==> config.mk <==
export PLATFORM = sky130hd
export DESIGN_NAME = bcd_display_mux
export DESIGN_NICKNAME = d
export VERILOG_FILES = /design/src/rtl/bcd_display_mux.sv
export SDC_FILE = /design/constraint.sdc
export NUM_CORES = 1
export LEC_CHECK = 0
export ABC_AREA = 1
export CORE_MARGIN = 1
export CORE_UTILIZATION = 25
export CTS_BUF_LIST = sky130_fd_sc_hd__clkbuf_8
export CTS_CLUSTER_DIAMETER = 60
export DETAILED_ROUTE_END_ITERATION = 16
export DONT_BUFFER_PORTS = 1
export GPL_TIMING_DRIVEN = 0
export SYNTH_ARGS = -nofsm -noshare
export SYNTH_HDL_FRONTEND = slang
export SYNTH_SLANG_ARGS = --single-unit
==> constraint.sdc <==
create_clock -name clk -period 2.1 [get_ports clk]
set_input_delay 0.315 -clock clk [delete_from_list [all_inputs] [get_ports clk]]
set_output_delay 0.315 -clock clk [all_outputs]
set_load 0.02 [all_outputs]
==> src/rtl/bcd_display_mux.sv <==
// Two-digit common-anode 7-segment scanner for a packed BCD count, with input
// stability filter, per-frame double buffer and anode-off guard. Option: LEADING_ZERO_BLANK_EN.
module bcd_display_mux #(
   parameter int REFRESH_DIV = 1000,
   parameter int GUARD       = 4
) (
   input  logic       clk,
   input  logic       reset,
   input  logic       enable,
   input  logic [7:0] count,
   output logic [1:0] an,
   output logic [6:0] seg,
   output logic       frame_tick
);

   localparam logic [15:0] LAST_CNT  = 16'(REFRESH_DIV - 1);
   localparam logic [15:0] GUARD_CNT = 16'(GUARD);

   logic [15:0] refresh_cnt;
   logic        digit_sel;
   logic [7:0]  s1, s2, cand, disp_buf;
   logic [3:0]  cur_nib;
   logic [6:0]  cur_seg;
   logic        in_guard, slot_end;

   function automatic logic [6:0] decode(input logic [3:0] d);
      case (d)
         4'd0:    decode = 7'h40;
         4'd1:    decode = 7'h79;
         4'd2:    decode = 7'h24;
         4'd3:    decode = 7'h30;
         4'd4:    decode = 7'h19;
         4'd5:    decode = 7'h12;
         4'd6:    decode = 7'h02;
         4'd7:    decode = 7'h78;
         4'd8:    decode = 7'h00;
         4'd9:    decode = 7'h10;
         default: decode = 7'h3F;  // invalid BCD shows a dash
      endcase
   endfunction

   always_comb begin
      in_guard = (refresh_cnt < GUARD_CNT);
      slot_end = (refresh_cnt == LAST_CNT);
      cur_nib  = digit_sel ? disp_buf[7:4] : disp_buf[3:0];
      cur_seg  = decode(cur_nib);
`ifdef LEADING_ZERO_BLANK_EN
      if (digit_sel && (disp_buf[7:4] == 4'd0))
         cur_seg = 7'h7F;
`endif
   end

   always_ff @(posedge clk) begin
      if (reset) begin
         refresh_cnt <= '0;
         digit_sel   <= 1'b0;
         s1          <= 8'h00;
         s2          <= 8'h00;
         cand        <= 8'h00;
         disp_buf    <= 8'h00;
         an          <= 2'b11;
         seg         <= 7'h7F;
         frame_tick  <= 1'b0;
      end else begin
         s1 <= count;
         s2 <= s1;
         if (s1 == s2)
            cand <= s2;
         if (enable) begin
            // outputs come from the pre-update scan state: a guard slot always
            // separates one anode from the next, so both are never low together
            an         <= in_guard ? 2'b11 : (digit_sel ? 2'b01 : 2'b10);
            seg        <= in_guard ? 7'h7F : cur_seg;
            frame_tick <= slot_end && digit_sel;
            if (slot_end) begin
               refresh_cnt <= '0;
               digit_sel   <= ~digit_sel;
               if (digit_sel)
                  disp_buf <= cand;
            end else begin
               refresh_cnt <= refresh_cnt + 16'd1;
            end
         end else begin
            an         <= 2'b11;
            seg        <= 7'h7F;
            frame_tick <= 1'b0;
         end
      end
   end

endmodule

==> reports/qor.txt <==
status = finished clean
Synth cell types = 34
CP delay by family, top = simple AND/OR/NAND/NOR gates
First-pass DRT Iterations = 4
mapped cell area = 2770 sq um
pwr/cell area = 756 nW/um^2
GR Overflow Total = 0
Routed Antenna Nets = 0
RePlAce Congestion = 0.821
design area = 3150 sq um
part of the cycle the worst path needs = 0.859
Max clock buf depth = 2
area growth from synthesis to layout = 13.9%
CP max-delay cell = dfxtp_1
synthesis-stage register bit count = 59
most frequent cells in the layout = 93 x nand2_1, 69 x nor2_1, 59 x dfxtp_1, 49 x inv_1, 36 x nand3_1
syn_area_per_cell = 7.11 sq um
IO Pins = 21
Initial Util = 0.256
number of buffers added on ports = 0
leak pwr = 1.31 nW
reg-to-reg startpoint = digit_sel$_SDFFE_PP0P_
combinational family with the most area after synthesis = simple AND/OR/NAND/NOR gates
CP endpoint kind = flop
Worst VDD drop = 327 uV
worst slack, placed = 0.314 ns
worst skew pair latency = 0.34 ns
Cells after Synth = 389
Synth Area in Simple Gates = 0.382
# Max-Cap Violations = 0
peak fanout along the critical path = 9
post-synthesis xor/xnor area fraction = 0.00950
H-tree Lvls = 3
slew margin rel. = 0.640
Die X = 107 um
Die ar. = 11500 sq um
Crit path buffers/inverters = 3
adder-cell share of the synthesized area = 0.0271
largest net degree at the start of global routing = 11
WP depth = 9
Via density = 4.20
Post CTS Setup Buffer Count = 0
share of cells above drive strength 1 = 0.111
Critical Path Source Type = flop
clock sinks = 59
r2r worst-path depth = 9
crit path DAT = 2.01 ns
CTS tree = done
placed instance count = 529
vias in the first global route = 2191
sequential fraction of the synthesis area = 0.427
register area = 1180 sq um
Syn Nets = 406
warnings from Yosys = 0
post-place instance area = 2940 sq um
clk slew on worst S/H paths = 0.07 ns
crit path capture = seg[0]$_SDFF_PP1_
CTS hold repair buffers = 0
post-synthesis mux area share = 0.00498
Final Max Tran Viols = 0
CTS buffer count = 9
WL/cell = 10.1 um
initial antenna violation count = 0
DR iter-0 viols = 50
# DRC = 0
reg-to-reg endpoint = seg[0]$_SDFF_PP1_
Post-Route WL = 5480 um
total power = 2.38 mW
Critical Path RT = 2.31 ns
Nets = 417
RSZ-0062 raised after global routing = no
setup violators final = 0
antenna diode count = 0
Setup Crit Path Kind = flop to flop
# fillers = 1163
Total Routing Usage GR = 0.111
measured slew at the worst slew-check pin = 0.540 ns
crit-path max cell delay = 0.31 ns
number of placement rows = 38
worst setup margin = 0.295 ns
endpoints failing hold = 0
HPWL Detailed = 4060 um
Worst R2R Setup Slack = 0.30 ns
CTS root buf = clkbuf_8
critical path, cell by cell = buf_6 -> inv_2 -> or2_1 -> o21a_1 -> inv_1 -> ha_1 -> or2_2 -> o211ai_1 -> nand3_1
vias post-DR = 2291
Fmax = 554 MHz
Worst Hold Path Cells = 2
final setup TNS = 0 ns
post-cts resize count = 0
Die Y = 107 um
hold crit path type = primary input to flop
first-pass GRT wire length = 9850 um
Multi-input gate area = 1330 sq um
placeable core area = 10800 sq um
non-filler cells, final = 545
Worst Skew = 0.00940 ns
commonest non-fill, non-tap cell in the layout = nand2_1
CP Launch Point = digit_sel$_SDFFE_PP0P_
area fraction in compound gates after synthesis = 0.0579
Tmin final = 1.80 ns
-- how the worst min path moves through the flow --
stage          startpoint                to  slack [ns]
2_1_floorplan    count[0]  s1[0]$_SDFF_PP0_        0.42
3_3_place_gp     count[2]  s1[2]$_SDFF_PP0_        0.43
3_5_place_dp     count[7]  s1[7]$_SDFF_PP0_        0.43
4_1_cts          count[4]  s1[4]$_SDFF_PP0_        0.04
5_1_grt          count[6]  s1[6]$_SDFF_PP0_        0.05
6_report         count[4]  s1[4]$_SDFF_PP0_        0.08
-- layout make-up --
cell class,instances,share of cell area
inverters,52,0.0620
well taps,140,0.0556
multi-input cells,269,0.423
flip-flops and latches,59,0.375
plain buffers,9,0.0183
clock buffers,9,0.0393
clock inverters,7,0.0270
-- layer usage --
| layer | global-route usage | share of wire | vias up |
|---|---|---|---|
| li1 | - | - | 1247 |
| met1 | 0.131 | 0.49 | 994 |
| met2 | 0.179 | 0.45 | 44 |
| met3 | 0.0462 | 0.049 | 6 |
| met4 | 0.0440 | 0.013 | 0 |
| met5 | 0 | 0 | - |
-- worst register-to-register path, delay by kind of cell, from the launching register on --
family / cells / cell delay [ns]
DFF: 1 / 0.31
adders and majority gates: 1 / 0.21
buffers and inverters: 3 / 0.35
AOI/OAI and AO/OA: 2 / 0.33
and+or+nand+nor: 3 / 0.48
-- stage by stage --
step	hold WS [ns]	utilization
5_1_grt	0.0513	0.292
3_3_place_gp	0.426	0.273
2_1_floorplan	0.422	-
6_report	0.0757	0.292
4_1_cts	0.0441	0.292
3_5_place_dp	0.426	0.273
-- cell usage after synthesis (all sizes together) --
| master | n | area share |
|---|---|---|
| nand3 | 40 | 0.082 |
| o211ai | 2 | 0.0054 |
| o22ai | 1 | 0.0023 |
| nor2 | 76 | 0.12 |
| nor3 | 8 | 0.014 |
| clkinv | 1 | 0.0014 |
| a21oi | 16 | 0.030 |
| mux2i | 1 | 0.0050 |
| o21a | 1 | 0.0027 |
| nand4 | 11 | 0.025 |
| nand2 | 96 | 0.13 |
| o21bai | 1 | 0.0068 |
| ha | 6 | 0.027 |
| xor2 | 1 | 0.0032 |
| inv | 51 | 0.069 |
| or2 | 4 | 0.0090 |
| buf | 9 | 0.021 |
| o21ai | 2 | 0.0077 |
| xnor2 | 2 | 0.0063 |
| a211oi | 1 | 0.0027 |
| dfxtp | 59 | 0.43 |
-- sequential cells by signal, summed over array words and instances, names as in the netlist --
name / count
seg: 7
frame_tick: 1
disp_buf: 8
digit_sel: 1
s1: 8
refresh_cnt: 16
s2: 8
cand: 8
an: 2
-- report_power, final --
group | switching, mW | internal (mW) | total, mW
clock network | 0.443 | 0.655 | 1.10
registers | 0.0178 | 1.15 | 1.17
logic | 0.0788 | 0.0410 | 0.120
total | 0.539 | 1.84 | 2.38
-- logic make-up after synthesis --
group,count (synthesis)
and+or+nand+nor,235
buffers and inverters,61
DFF,59
AOI/OAI and AO/OA,24
adders and majority gates,6
xor gates and xnor gates,3
muxes,1
Power figures use the tool's default switching activity.
